$ cat src/rtl/karatsuba_pkg.sv
// Shared types and width helpers for the Karatsuba multiplier.
package karatsuba_pkg;

    // Control sequence: one state per Karatsuba term, then recombine and hold.
    typedef enum logic [2:0] {
        IDLE    = 3'd0,
        MUL_LO  = 3'd1,
        MUL_HI  = 3'd2,
        MUL_MID = 3'd3,
        COMBINE = 3'd4,
        HOLD    = 3'd5
    } state_e;

    // Bits needed for a down-counter that starts at n and stops at 0.
    function automatic int cnt_width(input int n);
        return $clog2(n + 1);
    endfunction

endpackage

$ cat src/rtl/karatsuba_mult_seq_mult.sv
// Sequential shift-add unsigned multiplier, N x N -> 2N bits.
// A start cycle loads the operands; N iterations follow.
// done is high during the cycle of the final iteration, so p holds the
// finished product from the next edge onward and keeps it until restarted.
module seq_mult
    import karatsuba_pkg::*;
#(
    parameter int N = 17
) (
    input  logic             clk,
    input  logic             rst,
    input  logic             start,
    input  logic [N-1:0]     a,
    input  logic [N-1:0]     b,
    output logic [2*N-1:0]   p,
    output logic             done
);

    localparam int CW = cnt_width(N);

    logic [2*N-1:0] mcand_r;
    logic [2*N-1:0] acc_r;
    logic [N-1:0]   mplier_r;
    logic [CW-1:0]  cnt_r;
    logic           busy_r;
    logic           done_r;

    // Load on start, otherwise run one shift-add iteration per cycle while busy.
    always_ff @(posedge clk) begin
        if (rst) begin
            mcand_r  <= {(2*N){1'b0}};
            acc_r    <= {(2*N){1'b0}};
            mplier_r <= {N{1'b0}};
            cnt_r    <= {CW{1'b0}};
            busy_r   <= 1'b0;
            done_r   <= 1'b0;
        end else if (start) begin
            mcand_r  <= {{N{1'b0}}, a};
            acc_r    <= {(2*N){1'b0}};
            mplier_r <= b;
            cnt_r    <= CW'(N);
            busy_r   <= 1'b1;
            done_r   <= 1'b0;
        end else if (busy_r) begin
            if (mplier_r[0]) begin
                acc_r <= acc_r + mcand_r;
            end else begin
                acc_r <= acc_r;
            end
            mcand_r  <= mcand_r << 1;
            mplier_r <= mplier_r >> 1;
            cnt_r    <= cnt_r - CW'(1);
            busy_r   <= (cnt_r != CW'(1));
            // Flag the upcoming cycle as the one carrying the last iteration.
            done_r   <= (cnt_r == CW'(2));
        end else begin
            done_r   <= 1'b0;
        end
    end

    assign p    = acc_r;
    assign done = done_r;

endmodule

$ cat src/rtl/karatsuba_mult.sv
// Karatsuba multiplier: three half-width products on one shared sequential
// multiplier, recombined into a W x W -> 2W product with optional sign.
module karatsuba_mult
    import karatsuba_pkg::*;
#(
    parameter int W = 32
) (
    input  logic           clk,
    input  logic           rst,
    input  logic           in_valid,
    output logic           in_ready,
    input  logic           signed_mode,
    input  logic [W-1:0]   A,
    input  logic [W-1:0]   B,
    output logic [2*W-1:0] P,
    output logic           out_valid,
    input  logic           out_ready
);

    localparam int H = W / 2;
    localparam int N = H + 1;

    state_e         state_r;
    state_e         state_nxt_s;
    logic           start_r;
    logic           start_nxt_s;
    logic           in_ready_r;
    logic           out_valid_r;

    logic [W-1:0]   a_r;
    logic [W-1:0]   b_r;
    logic           neg_r;
    logic [2*N-1:0] z0_r;
    logic [2*N-1:0] z2_r;
    logic [2*W-1:0] p_r;

    logic [W-1:0]   a_mag_s;
    logic [W-1:0]   b_mag_s;
    logic           neg_in_s;
    logic           accept_s;

    logic [N-1:0]   op_a_s;
    logic [N-1:0]   op_b_s;
    logic [2*N-1:0] mult_p_s;
    logic           mult_done_s;

    logic [2*N-1:0] mid_s;
    logic [2*W-1:0] z0_ext_s;
    logic [2*W-1:0] z2_ext_s;
    logic [2*W-1:0] mid_ext_s;
    logic [2*W-1:0] mag_s;
    logic [2*W-1:0] p_nxt_s;

    assign accept_s = (state_r == IDLE) && in_valid;

    // Sign pre-processing: magnitudes plus result sign; -2^(W-1) maps to 2^(W-1).
    always_comb begin
        a_mag_s  = A;
        b_mag_s  = B;
        neg_in_s = 1'b0;
        if (signed_mode) begin
            if (A[W-1]) begin
                a_mag_s = ~A + W'(1);
            end else begin
                a_mag_s = A;
            end
            if (B[W-1]) begin
                b_mag_s = ~B + W'(1);
            end else begin
                b_mag_s = B;
            end
            neg_in_s = A[W-1] ^ B[W-1];
        end else begin
            a_mag_s  = A;
            b_mag_s  = B;
            neg_in_s = 1'b0;
        end
    end

    // Select the sub-multiplier operands for the term being computed.
    always_comb begin
        op_a_s = {N{1'b0}};
        op_b_s = {N{1'b0}};
        case (state_r)
            MUL_LO: begin
                op_a_s = {1'b0, a_r[H-1:0]};
                op_b_s = {1'b0, b_r[H-1:0]};
            end
            MUL_HI: begin
                op_a_s = {1'b0, a_r[W-1:H]};
                op_b_s = {1'b0, b_r[W-1:H]};
            end
            MUL_MID: begin
                // Half sums keep their carry in the extra operand bit.
                op_a_s = {1'b0, a_r[H-1:0]} + {1'b0, a_r[W-1:H]};
                op_b_s = {1'b0, b_r[H-1:0]} + {1'b0, b_r[W-1:H]};
            end
            default: begin
                op_a_s = {N{1'b0}};
                op_b_s = {N{1'b0}};
            end
        endcase
    end

    // Recombine the three terms; zm is still held on the multiplier output.
    // The true magnitude is below 2^(2W), so 2W-bit modular sums are exact.
    always_comb begin
        mid_s     = mult_p_s - z2_r - z0_r;
        z0_ext_s  = {{(2*W-2*N){1'b0}}, z0_r};
        z2_ext_s  = {{(2*W-2*N){1'b0}}, z2_r};
        mid_ext_s = {{(2*W-2*N){1'b0}}, mid_s};
        mag_s     = (z2_ext_s << W) + (mid_ext_s << H) + z0_ext_s;
        if (neg_r) begin
            p_nxt_s = ~mag_s + (2*W)'(1);
        end else begin
            p_nxt_s = mag_s;
        end
    end

    // Next-state logic; start is raised on entry to each multiply state.
    always_comb begin
        state_nxt_s = state_r;
        start_nxt_s = 1'b0;
        case (state_r)
            IDLE: begin
                if (in_valid) begin
                    state_nxt_s = MUL_LO;
                    start_nxt_s = 1'b1;
                end else begin
                    state_nxt_s = IDLE;
                end
            end
            MUL_LO: begin
                if (mult_done_s) begin
                    state_nxt_s = MUL_HI;
                    start_nxt_s = 1'b1;
                end else begin
                    state_nxt_s = MUL_LO;
                end
            end
            MUL_HI: begin
                if (mult_done_s) begin
                    state_nxt_s = MUL_MID;
                    start_nxt_s = 1'b1;
                end else begin
                    state_nxt_s = MUL_HI;
                end
            end
            MUL_MID: begin
                if (mult_done_s) begin
                    state_nxt_s = COMBINE;
                end else begin
                    state_nxt_s = MUL_MID;
                end
            end
            COMBINE: begin
                state_nxt_s = HOLD;
            end
            HOLD: begin
                if (out_ready) begin
                    state_nxt_s = IDLE;
                end else begin
                    state_nxt_s = HOLD;
                end
            end
            default: begin
                state_nxt_s = IDLE;
            end
        endcase
    end

    // State register with handshake flags registered from the next state.
    always_ff @(posedge clk) begin
        if (rst) begin
            state_r     <= IDLE;
            start_r     <= 1'b0;
            in_ready_r  <= 1'b1;
            out_valid_r <= 1'b0;
        end else begin
            state_r     <= state_nxt_s;
            start_r     <= start_nxt_s;
            in_ready_r  <= (state_nxt_s == IDLE);
            out_valid_r <= (state_nxt_s == HOLD);
        end
    end

    // Operand capture, term capture (one cycle after each term finishes) and result.
    always_ff @(posedge clk) begin
        if (rst) begin
            a_r   <= {W{1'b0}};
            b_r   <= {W{1'b0}};
            neg_r <= 1'b0;
            z0_r  <= {(2*N){1'b0}};
            z2_r  <= {(2*N){1'b0}};
            p_r   <= {(2*W){1'b0}};
        end else begin
            if (accept_s) begin
                a_r   <= a_mag_s;
                b_r   <= b_mag_s;
                neg_r <= neg_in_s;
            end
            if ((state_r == MUL_HI) && start_r) begin
                z0_r <= mult_p_s;
            end
            if ((state_r == MUL_MID) && start_r) begin
                z2_r <= mult_p_s;
            end
            if (state_r == COMBINE) begin
                p_r <= p_nxt_s;
            end
        end
    end

    seq_mult #(
        .N (N)
    ) u_seq_mult (
        .clk   (clk),
        .rst   (rst),
        .start (start_r),
        .a     (op_a_s),
        .b     (op_b_s),
        .p     (mult_p_s),
        .done  (mult_done_s)
    );

    assign in_ready  = in_ready_r;
    assign out_valid = out_valid_r;
    assign P         = p_r;

endmodule
$ cat config.mk
export PLATFORM = sky130hd
export DESIGN_NAME = karatsuba_mult
export DESIGN_NICKNAME = d
export VERILOG_FILES = /design/src/rtl/karatsuba_pkg.sv /design/src/rtl/karatsuba_mult_seq_mult.sv /design/src/rtl/karatsuba_mult.sv
export SDC_FILE = /design/constraint.sdc
export NUM_CORES = 1
export LEC_CHECK = 0
export ABC_AREA = 0
export CORE_ASPECT_RATIO = 0.9
export CORE_UTILIZATION = 45
export CTS_BUF_LIST = sky130_fd_sc_hd__clkbuf_16
export CTS_CLUSTER_SIZE = 28
export DETAILED_ROUTE_END_ITERATION = 10
export GPL_TIMING_DRIVEN = 0
export PLACE_DENSITY = 0.66
export SYNTH_ARGS = -nofsm -noshare
export SYNTH_HDL_FRONTEND = slang
export SYNTH_SLANG_ARGS = --single-unit
export TNS_END_PERCENT = 100
$ cat constraint.sdc
create_clock -name clk -period 7.9 [get_ports clk]
set_clock_uncertainty 0.15 [all_clocks]
set_input_delay 1.185 -clock clk [delete_from_list [all_inputs] [get_ports clk]]
set_output_delay 1.185 -clock clk [all_outputs]
set_load 0.02 [all_outputs]
Yosys cells after proc, flatten, opt, wreduce, memory -nomap -nowiden
Cells that the tools add are included.
Word-level totals
  bits in latches: 0
  output and inout bits: 66
  bits in writable memories: 0
  memories kept: 0
  logic and storage cells: 77
  register bits after elaboration: 295
  input port bits: 69
  bits in read-only memories: 0
Operators by class
  muxes and demuxes: 25
  $lt $le $gt $ge: 0
  equality and inequality tests: 8
  reductions and logical operators: 10
  shift operators: 0
  add/subtract/negate cells: 11
  div/mod/pow operators: 0
  $mul: 0
  bitwise operators: 5
Operator list (number)
  $mux 32: 4
  $pmux 17 s3: 2
  $mux 17: 4
  $sub 34x34->34: 2
  $add 32x1->32 const B: 2
  $add 64x1->64 const B: 1
  $add 64x34->64: 1
  $add 64x50->64: 1
  $mux 64: 1
  $not 32->32: 2
  $not 64->64: 1
  $add 16x16->17: 2
  $add 34x34->34: 1
  $pmux 3 s6: 1
  $mux 5: 2
  $eq 3x3->1 const B: 3
  $mux 1: 7
  $eq 3x2->1 const B: 2
  $logic_not 3->1: 2
  $mux 3: 2
  $eq 5x2->1 const B: 1
  $ne 5x1->1 const B: 1
  $sub 5x1->5 const B: 1
  $reduce_or 2->1: 2
  9 further kinds: 11

Longest topological paths before layout
Gate-level depths: netlist of run 1.
  word-level depth: 7
  gate-level depth with buffers: 32
  gate-level depth less buffers: 30

Hierarchy
From an unflattened synthesis of run 1, not the netlist that was laid out.
Second synthesis, totals
  cell total of the unflattened synthesis: 2955
  area, all modules: 22839.4 µm²
By module, submodules not included
  karatsuba_mult: instances 1, cells each 2280, area an instance 17441.7 µm²
  seq_mult: instances 1, cells each 675, area an instance 5397.7 µm²

Least setup slack after synthesis of run 1
Ideal clock, no wire load.
  kind: reg2reg
  start point: register u_seq_mult.acc_r[0], in the netlist u_seq_mult.p[0]
  end point: register p_r[58], in the netlist P[58]
  setup slack: 0.417 ns
  library setup time: 0.074 ns
  clock period less this slack: 7.483 ns
  cell stages (with the launch flop): 31
  arrival time: 7.259 ns
  buffers on the path: 1
  cell sequence: dfxtp_1 -> inv_1 -> fa_1 -> inv_1 -> ha_1 -> or2_2 -> fa_1 -> a21o_1 -> a21oi_1 -> nand2b_1 -> a311oi_1 -> o31a_1 -> o21a_1 -> a41o_1 -> a21o_1 -> a21oi_1 -> xnor2_1 -> ha_1 -> ha_1 -> clkbuf_1 -> nand2_1 -> nor3_1 -> nand4_1 -> a2111oi_1 -> nor2_1 -> xnor2_1 -> nor4_1 -> nand3_1 -> or3_1 -> or4_1 -> a31oi_1
On the way
  cells in the longest elaborated chain, start to end: 7
RTL lines
  from (decl): line karatsuba_mult_seq_mult.sv:22  | logic [2*N-1:0] acc_r;
  from (signal assigned): line karatsuba_mult_seq_mult.sv:32  | acc_r <= {(2*N){1'b0}};
  from (signal assigned): line karatsuba_mult_seq_mult.sv:39  | acc_r <= {(2*N){1'b0}};
  from (signal assigned): line karatsuba_mult_seq_mult.sv:46  | acc_r <= acc_r + mcand_r;
  $sub 34x34->34 (*) (2 in series): line karatsuba_mult.sv:108  | mid_s = mult_p_s - z2_r - z0_r;
  $add 64x50->64 (*): line karatsuba_mult.sv:112  | mag_s = (z2_ext_s << W) + (mid_ext_s << H) + z0_ext_s;
  $add 64x34->64 (*): line karatsuba_mult.sv:112
  $not 64->64: line karatsuba_mult.sv:114  | p_nxt_s = ~mag_s + (2*W)'(1);
  $add 64x1->64: line karatsuba_mult.sv:114
  $mux 64 (*): line karatsuba_mult.sv:113  | if (neg_r) begin
  to (signal assigned): line karatsuba_mult.sv:195  | p_r <= {(2*W){1'b0}};
  to (signal assigned): line karatsuba_mult.sv:209  | p_r <= p_nxt_s;
  to (decl): line karatsuba_mult.sv:35  | logic [2*W-1:0] p_r;
Every way passes the cells marked *; elsewhere a longest branch is shown, timed or not.
A chain may end at the register's enable or synchronous reset.

Final worst setup path of run 1
  start point: register u_seq_mult.acc_r[0], in the netlist u_seq_mult.p[0]
  end point: register p_r[60], in the netlist P[60]
The elaborated chain is that of the path after synthesis.

==> qor.yml, run 1 <==
setup_path:
  worstSetupPathType: "reg2reg"
  r2r_cells: 29
  cp_max_fo: 9
  critPathRequiredTime_ps: 8210
  r2r_end: "P[60]"
  crit_family: "simple AND/OR/NAND/NOR gates"
  start_kind: "flip-flop"
  setup.worst_path.end: "P[60]"
  slowest_stage: "or4b_4"
  rr_startpoint: "u_seq_mult.p[0]"
  cp_num_buf_inv: 5
  regToRegSetupSlack_ps: 210
  crit_top_cell: "ha_1"
  slowest_delay_ps: 520
  worstPathArrival_ps: 8000
  end_kind: "flip-flop"
  cp.depth: 29
  startpoint: "u_seq_mult.p[0]"
finish:
  final_core_util: 0.543
  nets: 3331
  fin_cells: 3699
  area_growth_pct: 18.0
  drive_gt1_frac: 0.0647
run:
  maxCapViolCount: 0
timing:
  setup_viol: 0
  fin_crit_ps: 7690
  hold_viol_final: 0
  final.period_utilization: 0.974
  slew_viol_final: 0
  max_slew_margin: 0.186
  fmax_ghz: 0.130
  whs_ps: 305
  final.setup.worst_slack_ps: 208
  tightestPinTransition_ps: 1220
grt:
  overflow: 0
  first_global_vias: 20900
  grtUsageTotal: 0.317
  antenna_found_initial: 1
  grt_max_degree: 13
  grt_pass1_wl_um: 123000
logic_synthesis:
  syn_nets: 3138
  synth_edf_count: 0
  netlist-cell-type-count: 88
  ys_top_cells_by_area: "dfxtp_1 (27%), ha_1 (9.7%), a21oi_1 (6.1%)"
  synthArstFlopShare: 0
  netlist.area_leader.share: 0.266
  synth_top_cell_by_area: "dfxtp_1"
  syn-mean-instance-area_um2: 7.77
  post-synth-top-count-cell: "nand2_1"
  seq_area_frac_synth: 0.266
  synth_area_um2: 22200
  synth_seq_cells: 295
  synth-main-ff-cell: "dfxtp_1"
  synth_common_cells: "nand2_1 (332), dfxtp_1 (295), nor2_1 (278), a21oi_1 (270), ha_1 (172)"
  synth_cells: 2858
  yosysWarningCount: 0
power_and_ir_drop:
  fin_total_pwr_w: 0.00397
  irDropWorstVdd_uv: 155
  p_leak_nw: 10.3
  p_sw_w: 0.00118
  p_int_w: 0.00279
  seqPwrFrac: 0.399
  swShare: 0.296
  p_per_area_nw_per_um2: 151
  p_clk_frac: 0.415
  p_comb_frac: 0.186
clock_network:
  insertion_delay_ps: 560
  cts-root-buf: "clkbuf_16"
  cts_tree: "built"
  clock-sinks: 295
  clock_path_buffers: 3
  htree_levels: 2
  numCtsBuffers: 35
  cts_hold_buf: 0
  clkTransAtPathRegs_ps: 60
routing:
  via_count: 22700
  wl_per_cell_um: 22.2
  drt-total-wl_um: 81900
  drt-initial-drc-count: 2471
  postRouteAntennaNets: 0
  viasPerCell: 6.14
  drt-pass1-iter-count: 8
  drcViolationCount: 0
placement:
  pre_cts_ws_ps: -1420
  dp_cells: 3617
  dp_hpwl_um: 66300
  io_buffers: 134
  gp_congestion: 0.949
outcome:
  status: "completed"
die:
  die_w_um: 236
  start_util: 0.460
  die_h_um: 213
  rows: 76
  die_area_um2: 50300
  core_um2: 48300
  pin_count: 135
hold_path:
  hold_path_class: "reg2reg"
-- layout by cell type, fill, tap and decap left out, types with 12 or more instances in the layout --
cell	synthesis	layout
o21ai_0	136	128
and3_1	19	18
buf_1	12	12
a211o_1	14	14
clkbuf_1	129	120
and2_1	14	13
nor2b_1	31	31
or2_2	14	14
mux2i_1	28	28
a211oi_1	121	119
nor2_1	278	274
nor3_1	51	47
or3_1	34	31
clkdlybuf4s50_1	0	134
a311oi_1	13	12
nand3_1	42	38
fa_1	39	38
nand2b_1	26	25
buf_4	1	29
inv_1	151	157
o211ai_1	19	19
o31ai_1	24	24
a31oi_1	18	16
xnor2_1	128	122
nor4_1	36	30
o21a_1	26	25
clkbuf_16	0	35
xor2_1	76	75
ha_1	172	167
dfxtp_1	295	293
o22ai_1	13	13
nand2_1	332	330
a21boi_0	15	14
a222oi_1	16	16
a21o_1	44	44
nand4_1	21	21
a21oi_1	270	265
-- registers in the layout (all words and copies together), names as in the netlist --
| name | count |
|---|---|
| u_seq_mult.mcand_r | 34 |
| state_r | 3 |
| start_r | 1 |
| z0_r | 34 |
| u_seq_mult.p | 34 |
| neg_r | 1 |
| out_valid | 1 |
| b_r | 32 |
| a_r | 32 |
| z2_r | 34 |
| P | 64 |
| u_seq_mult.done | 1 |
| u_seq_mult.mplier_r | 17 |
| u_seq_mult.cnt_r | 5 |
| u_seq_mult.busy_r | 1 |
| in_ready | 1 |
-- power groups by stage --
stage | Combinational (W) | Clock [W] | Sequential, W
5_1_grt | 0.000792 | 0.00172 | 0.00159
3_3_place_gp | 0.000652 | 0 | 0.00161
2_1_floorplan | 0.000442 | 0 | 0.00160
3_5_place_dp | 0.000662 | 0 | 0.00161
6_report | 0.000740 | 0.00164 | 0.00158
4_1_cts | 0.000686 | 0.00166 | 0.00158
-- through the flow --
step | setup TNS, ps | cell area (um2)
global placement | -20340 | 24300
detailed placement | -17820 | 24400
floorplan | 0 | 22200
finish | 0 | 26200
CTS | 0 | 25800
global route | -39.8 | 26200
-- worst register-to-register path: cells and delay by family (launching register included) --
family	cells	cell delay [ps]
AOI/OAI and AO/OA	8	1640
xor gates and xnor gates	1	130
adders and majority gates	5	1620
buffers and inverters	5	590
DFF	1	360
and+or+nand+nor	10	3110
-- kinds of logic after synthesis --
| group | Yosys count | share of synthesized area |
|---|---|---|
| simple gates | 950 | 0.198 |
| compound gates | 864 | 0.257 |
| buf+inv | 301 | 0.0514 |
| flops | 295 | 0.266 |
| fa+ha+maj | 211 | 0.132 |
| xor+xnor | 204 | 0.0804 |
| mux | 33 | 0.0151 |
-- routing by layer --
layer / GRT usage / part of all wire
met2: 0.469 / 0.41
met1: 0.471 / 0.47
met4: 0.0858 / 0.024
met5: 0 / 0
met3: 0.0515 / 0.090
-- worst min-delay path by stage --
stage	startpoint	to	slack, ps	cells past startpoint
after global routing	P[41]	P[41]	320	2
final	P[41]	P[41]	310	2
after detailed placement	P[24]	P[24]	290	2
after global placement	u_seq_mult.mplier_r[16]	u_seq_mult.mplier_r[16]	290	2
after CTS	P[41]	P[41]	300	2
after floorplan	u_seq_mult.mplier_r[16]	u_seq_mult.mplier_r[16]	280	2
-- layout make-up --
class	count	area, um2
fill	4519	22100
buffer	141	549
sequential	295	5910
tap	624	781
antenna	1	2.50
clock inverter	25	251
multi-input combinational	2262	15700
clock buffer	35	876
timing repair buffer	163	1560
inverter	153	574
-- what timing repair did --
| item | in CTS | in global routing |
|---|---|---|
| pin swaps | 17 | 30 |
| gates resized for setup | 49 | 60 |
| setup endpoints to repair | 25 | 24 |
| setup buffers | 15 | 13 |
No activity file was read; power rests on OpenSTA's default activity.
==> run 2, diff against run 1 <==
- PLACE_DENSITY: 0.66 -> unset
- clock period: 7.9 -> 8.6 ns (I/O delays scaled with it)
==> run 2 against run 1 <==
  * Via count fell by 1.0%
  * Final cell count fell by 0.59%
  * Setup slack improved by 74 ps
  * Critical path depth rose by 1
  * Global-route usage rose by 0.39 points
  * Maximum frequency fell by 7.5%
  * First-iteration DRC count fell by 15%
  * Power fell by 12%
  * Count of clock-buffer cells in the layout did not move
  * Non-clock buffer count fell by 20
  * Combinational power fell by 14%
  * Register-to-register slack improved by 70 ps
==> qor.yml, run 2 (synthesis results as in run 1) <==
outcome:
  status: "completed"
routing:
  drcViolationCount: 0
  drt-initial-drc-count: 2096
  via_count: 22500
  drt-total-wl_um: 82500
  viasPerCell: 6.11
  postRouteAntennaNets: 0
  wl_per_cell_um: 22.4
  drt-pass1-iter-count: 6
power_and_ir_drop:
  p_leak_nw: 10.1
  p_per_area_nw_per_um2: 137
  fin_total_pwr_w: 0.00350
  irDropWorstVdd_uv: 117
setup_path:
  slowest_stage: "fa_1"
  end_kind: "flip-flop"
  slowest_delay_ps: 530
  critPathRequiredTime_ps: 8850
  cp_max_fo: 9
  worstSetupPathType: "reg2reg"
  start_kind: "flip-flop"
  worstPathArrival_ps: 8570
grt:
  antenna_found_initial: 1
  grt_use_met1: 0.462
  first_global_vias: 20800
  grt_util_met3: 0.0551
  grtUsageTotal: 0.321
  grt_pass1_wl_um: 123000
  overflow: 0
  met2_usage: 0.481
  grt_max_degree: 13
  grt-busiest-layer: "met2"
clock_network:
  clock-sinks: 295
  cts-root-buf: "clkbuf_16"
  clkTransAtPathRegs_ps: 60
  clock_path_buffers: 3
  numCtsBuffers: 35
  cts_tree: "built"
  insertion_delay_ps: 560
  htree_levels: 2
finish:
  area_growth_pct: 15.2
  nets: 3311
  fill_cells: 4709
  largest_reg_flops: 64
  layout_common_cells: "nand2_1 (331), dfxtp_1 (293), nor2_1 (278)"
  layout_commonest_cell: "nand2_1"
  drive_gt1_frac: 0.0423
  antenna_cells: 0
  final_core_util: 0.530
timing:
  fin_crit_ps: 8320
  setup_viol: 0
  tightestPinTransition_ps: 1160
  final.period_utilization: 0.967
  fin_tns_setup_ps: 0
  hold_viol_final: 0
  fmax_ghz: 0.120
  max_slew_margin: 0.215
  slew_viol_final: 0
  final.setup.worst_slack_ps: 282
placement:
  gp_congestion: 0.964
  io_buffers: 134
  pre_cts_ws_ps: -945
  dp_hpwl_um: 67300
die:
  die_h_um: 213
  rows: 76
  core_um2: 48300
  start_util: 0.460
  die_w_um: 236
  pin_count: 135
  die_area_um2: 50300
hold_path:
  hold_path_class: "reg2reg"
run:
  maxCapViolCount: 0
-- run 2: cell count changes in the layout (fill, tap and decap cells not counted), sizes merged --
| cell | before | now |
|---|---|---|
| diode | 1 | 0 |
| inv | 162 | 161 |
| bufinv | 5 | 1 |
| clkinv | 11 | 15 |
| buf | 48 | 25 |
| clkbuf | 157 | 160 |
-- run 2: worst paths after layout --
check	startpoint	endpoint	slack [ps]	cells past startpoint
setup / recovery	u_seq_mult.p[0]	P[52]	280	30
hold / removal	P[25]	P[25]	310	2
setup reg to reg	u_seq_mult.p[0]	P[52]	280	30
hold reg to reg	P[25]	P[25]	310	2
-- run 2: layout make-up --
class	count	area, um2	share of cell area
Timing Repair Buffer	140	1390	0.0542
Inverter	153	574	0.0224
Clock buffer	35	876	0.0342
Sequential cell	295	5910	0.231
Multi-Input combinational cell	2262	15400	0.601
Tap cell	624	781	0.0305
Clock inverter	24	143	0.00557
Buffer	144	553	0.0216
-- run 2: per-layer routing --
| layer | vias to the layer above | part of all wire |
|---|---|---|
| met4 | 2 | 0.031 |
| met2 | 873 | 0.42 |
| met1 | 10800 | 0.47 |
| met5 | - | 0.00012 |
| li1 | 10700 | - |
| met3 | 117 | 0.082 |
-- run 2: repair_timing --
| action | CTS | global route |
|---|---|---|
| buffers inserted | 2 | 4 |
| endpoints found under the hold margin | 0 | 0 |
| hold buffers | 0 | 0 |
| resized for setup | 10 | 30 |
| setup endpoints to repair | 17 | 19 |
| pin swaps | 2 | 7 |
| cloned | 0 | 0 |
-- run 2: metrics by stage --
stage	instance area, um2	hold slack, ps	instances
2_1_floorplan	22200	282	2858
4_1_cts	25400	305	3675
5_1_grt	25600	326	3677
3_3_place_gp	24300	289	3616
3_5_place_dp	24400	296	3616
6_report	25600	306	3677
-- run 2: worst max-delay path, delay by kind of cell, from the launching register on --
family,cells,cell delay (ps)
flip-flops,1,430
AND/OR/NAND/NOR,8,1850
XOR/XNOR,2,620
AO/OA/AOI/OAI,12,2900
adder cells (fa/ha/maj),5,1830
buffers and inverters,3,360
-- run 2: where the power goes --
group / internal [W] / switching (W)
combinational: 0.000238 / 0.000399
clock: 0.000770 / 0.000633
sequential: 0.00141 / 0.0000505
==> run 3, diff against run 2 <==
- SETUP_SLACK_MARGIN: unset -> 0.1
- SYNTH_HIERARCHICAL: unset -> 1
==> run 3 against run 2 <==
  * Routed wire length down 1.4%
  * Combinational power down 44%
  * Register-to-register slack improved by 97 ps
  * Power fell by 2.5%
  * Die area increased by 2.8%
  * Synthesized area up 2.8%
==> qor.yml, run 3 <==
setup_path:
  worstSetupPathType: "reg2reg"
  slowest_delay_ps: 530
  cp_num_buf_inv: 3
  critPathRequiredTime_ps: 8950
  worstPathArrival_ps: 8570
  crit_top_cell: "ha_1"
  crit_family: "compound AO/OA/AOI/OAI gates"
  start_kind: "flip-flop"
  end_kind: "flip-flop"
  slowest_stage: "fa_1"
  cp_max_fo: 8
die:
  start_util: 0.460
  die_w_um: 239
  rows: 77
  die_area_um2: 51700
  die_h_um: 216
  pin_count: 135
  core_um2: 49600
logic_synthesis:
  syn_nets: 3235
  post-synth-top-count-cell: "nand2_1"
  netlist.area_leader.share: 0.259
  synth_seq_cells: 295
  synth_area_um2: 22800
  netlist-cell-type-count: 96
  seq_area_frac_synth: 0.259
  ys_top_cells_by_area: "dfxtp_1 (26%), ha_1 (9.4%), a21oi_1 (6.5%)"
  synth_top_cell_by_area: "dfxtp_1"
  synth_common_cells: "nand2_1 (354), nor2_1 (338), a21oi_1 (298), dfxtp_1 (295), ha_1 (172)"
  synth_cells: 2955
  synth_edf_count: 0
  yosysWarningCount: 6
  synthArstFlopShare: 0
  synth-main-ff-cell: "dfxtp_1"
  syn-mean-instance-area_um2: 7.73
clock_network:
  clock_path_buffers: 3
  cts_tree: "built"
  insertion_delay_ps: 580
  htree_levels: 2
  numCtsBuffers: 36
  cts_hold_buf: 0
  clock-sinks: 295
  clkTransAtPathRegs_ps: 60
  cts-root-buf: "clkbuf_16"
timing:
  max_slew_margin: 0.0692
  fmax_ghz: 0.122
  fin_crit_ps: 8220
  slew_viol_final: 0
  final.period_utilization: 0.956
  setup_viol: 0
  final.setup.worst_slack_ps: 379
  tightestPinTransition_ps: 1400
  fin_tns_setup_ps: 0
  hold_viol_final: 0
  rsz0062_at_grt: "false"
outcome:
  status: "completed"
grt:
  first_global_vias: 21500
  overflow: 0
  grtUsageTotal: 0.314
  grt_pass1_wl_um: 125000
  antenna_found_initial: 2
  grt_max_degree: 15
placement:
  dp_cells: 3760
  gp_congestion: 0.930
  pre_cts_ws_ps: -900
  dp_hpwl_um: 65300
  io_buffers: 134
routing:
  drt-pass1-iter-count: 5
  via_count: 22400
  drcViolationCount: 0
  drt-total-wl_um: 81400
  postRouteAntennaNets: 0
  viasPerCell: 5.86
  drt-initial-drc-count: 1622
  wl_per_cell_um: 21.3
finish:
  area_growth_pct: 15.8
  nets: 3410
  layout_commonest_cell: "nand2_1"
  drive_gt1_frac: 0.0482
  largest_reg_flops: 64
  layout_common_cells: "nand2_1 (354), nor2_1 (338), a21oi_1 (296)"
  fin_cells: 3827
  antenna_cells: 0
power_and_ir_drop:
  p_leak_nw: 10.2
  fin_total_pwr_w: 0.00341
  p_per_area_nw_per_um2: 129
  irDropWorstVdd_uv: 137
hold_path:
  hold_path_class: "reg2reg"
run:
  maxCapViolCount: 0
==> run 3: cell types whose count changed after synthesis, sizes merged, moves of 13 or more <==
cell	before	now
nand2	332	354
xor2	76	98
a222oi	16	3
nor2	278	339
mux2i	28	63
o21ai	139	125
a22oi	3	19
nor3	51	37
a21oi	272	299
inv	151	136
nor4	36	20
nor2b	31	17
==> run 3: metrics by stage <==
| stage | util | hold slack [ps] | area [um2] |
|---|---|---|---|
| floorplan | - | 286 | 22800 |
| global placement | 0.504 | 291 | 25000 |
| detailed placement | 0.504 | 298 | 25000 |
| CTS | 0.530 | 306 | 26300 |
| global route | 0.533 | 326 | 26400 |
| finish | 0.533 | 303 | 26400 |
==> run 3: logic make-up (layout without fill, tap and decap cells) <==
| family | count (synthesis) | count (layout) | share of synthesized area |
|---|---|---|---|
| AO/OA/AOI/OAI | 851 | 851 | 0.240 |
| XOR/XNOR | 221 | 221 | 0.0851 |
| buffers and inverters | 298 | 499 | 0.0500 |
| adder cells (fa/ha/maj) | 211 | 211 | 0.128 |
| AND/OR/NAND/NOR | 1005 | 1005 | 0.205 |
| multiplexers | 74 | 74 | 0.0330 |
| flip-flops | 295 | 295 | 0.259 |
==> run 3: worst paths after layout <==
path,startpoint,to,slack [ps],cells after the start
setup / recovery,u_seq_mult/p[0],P[62],380,30
hold / removal,z2_r[28],z2_r[28],300,2
setup reg to reg,u_seq_mult/p[0],P[62],380,30
hold reg to reg,z2_r[28],z2_r[28],300,2
==> run 3: per-layer routing <==
| metal | track usage | wire length [um] | vias to the layer above |
|---|---|---|---|
| met1 | 0.418 | 37700 | 10800 |
| met5 | 0 | 0 | - |
| met3 | 0.0444 | 3740 | 119 |
| met2 | 0.520 | 37600 | 577 |
| met4 | 0.0976 | 2390 | 0 |
| li1 | - | - | 10900 |
==> run 3: worst min-delay path, delay by kind of cell, from the launching register on <==
kind,cells,cell delay (ps)
and+or+nand+nor,1,50
AOI/OAI and AO/OA,1,50
DFF,1,310
==> run 3: area by class of cell <==
| class | count | area (um2) |
|---|---|---|
| multi-input cells | 2362 | 15900 |
| inverters | 136 | 510 |
| flip-flops and latches | 295 | 5910 |
| fillers | 4884 | 23200 |
| repair buffers | 138 | 1370 |
| plain buffers | 161 | 632 |
| clock inverters | 27 | 313 |
| well taps | 671 | 840 |
| clock buffers | 37 | 926 |
==> run 3: what timing repair did <==
action,in CTS,in global routing
cloned,0,0
buffers inserted,0,4
pin swaps,0,6
setup endpoints to repair,12,19
gates resized for setup,14,19
endpoints found under the hold margin,0,0
==> run 3: report_power, final <==
part | switching (W) | internal (W) | leakage, nW
clock | 0.000678 | 0.000948 | 0.605
combinational | 0.000214 | 0.000140 | 7.17
sequential | 0.0000363 | 0.00140 | 2.39
total | 0.000928 | 0.00248 | 10.2
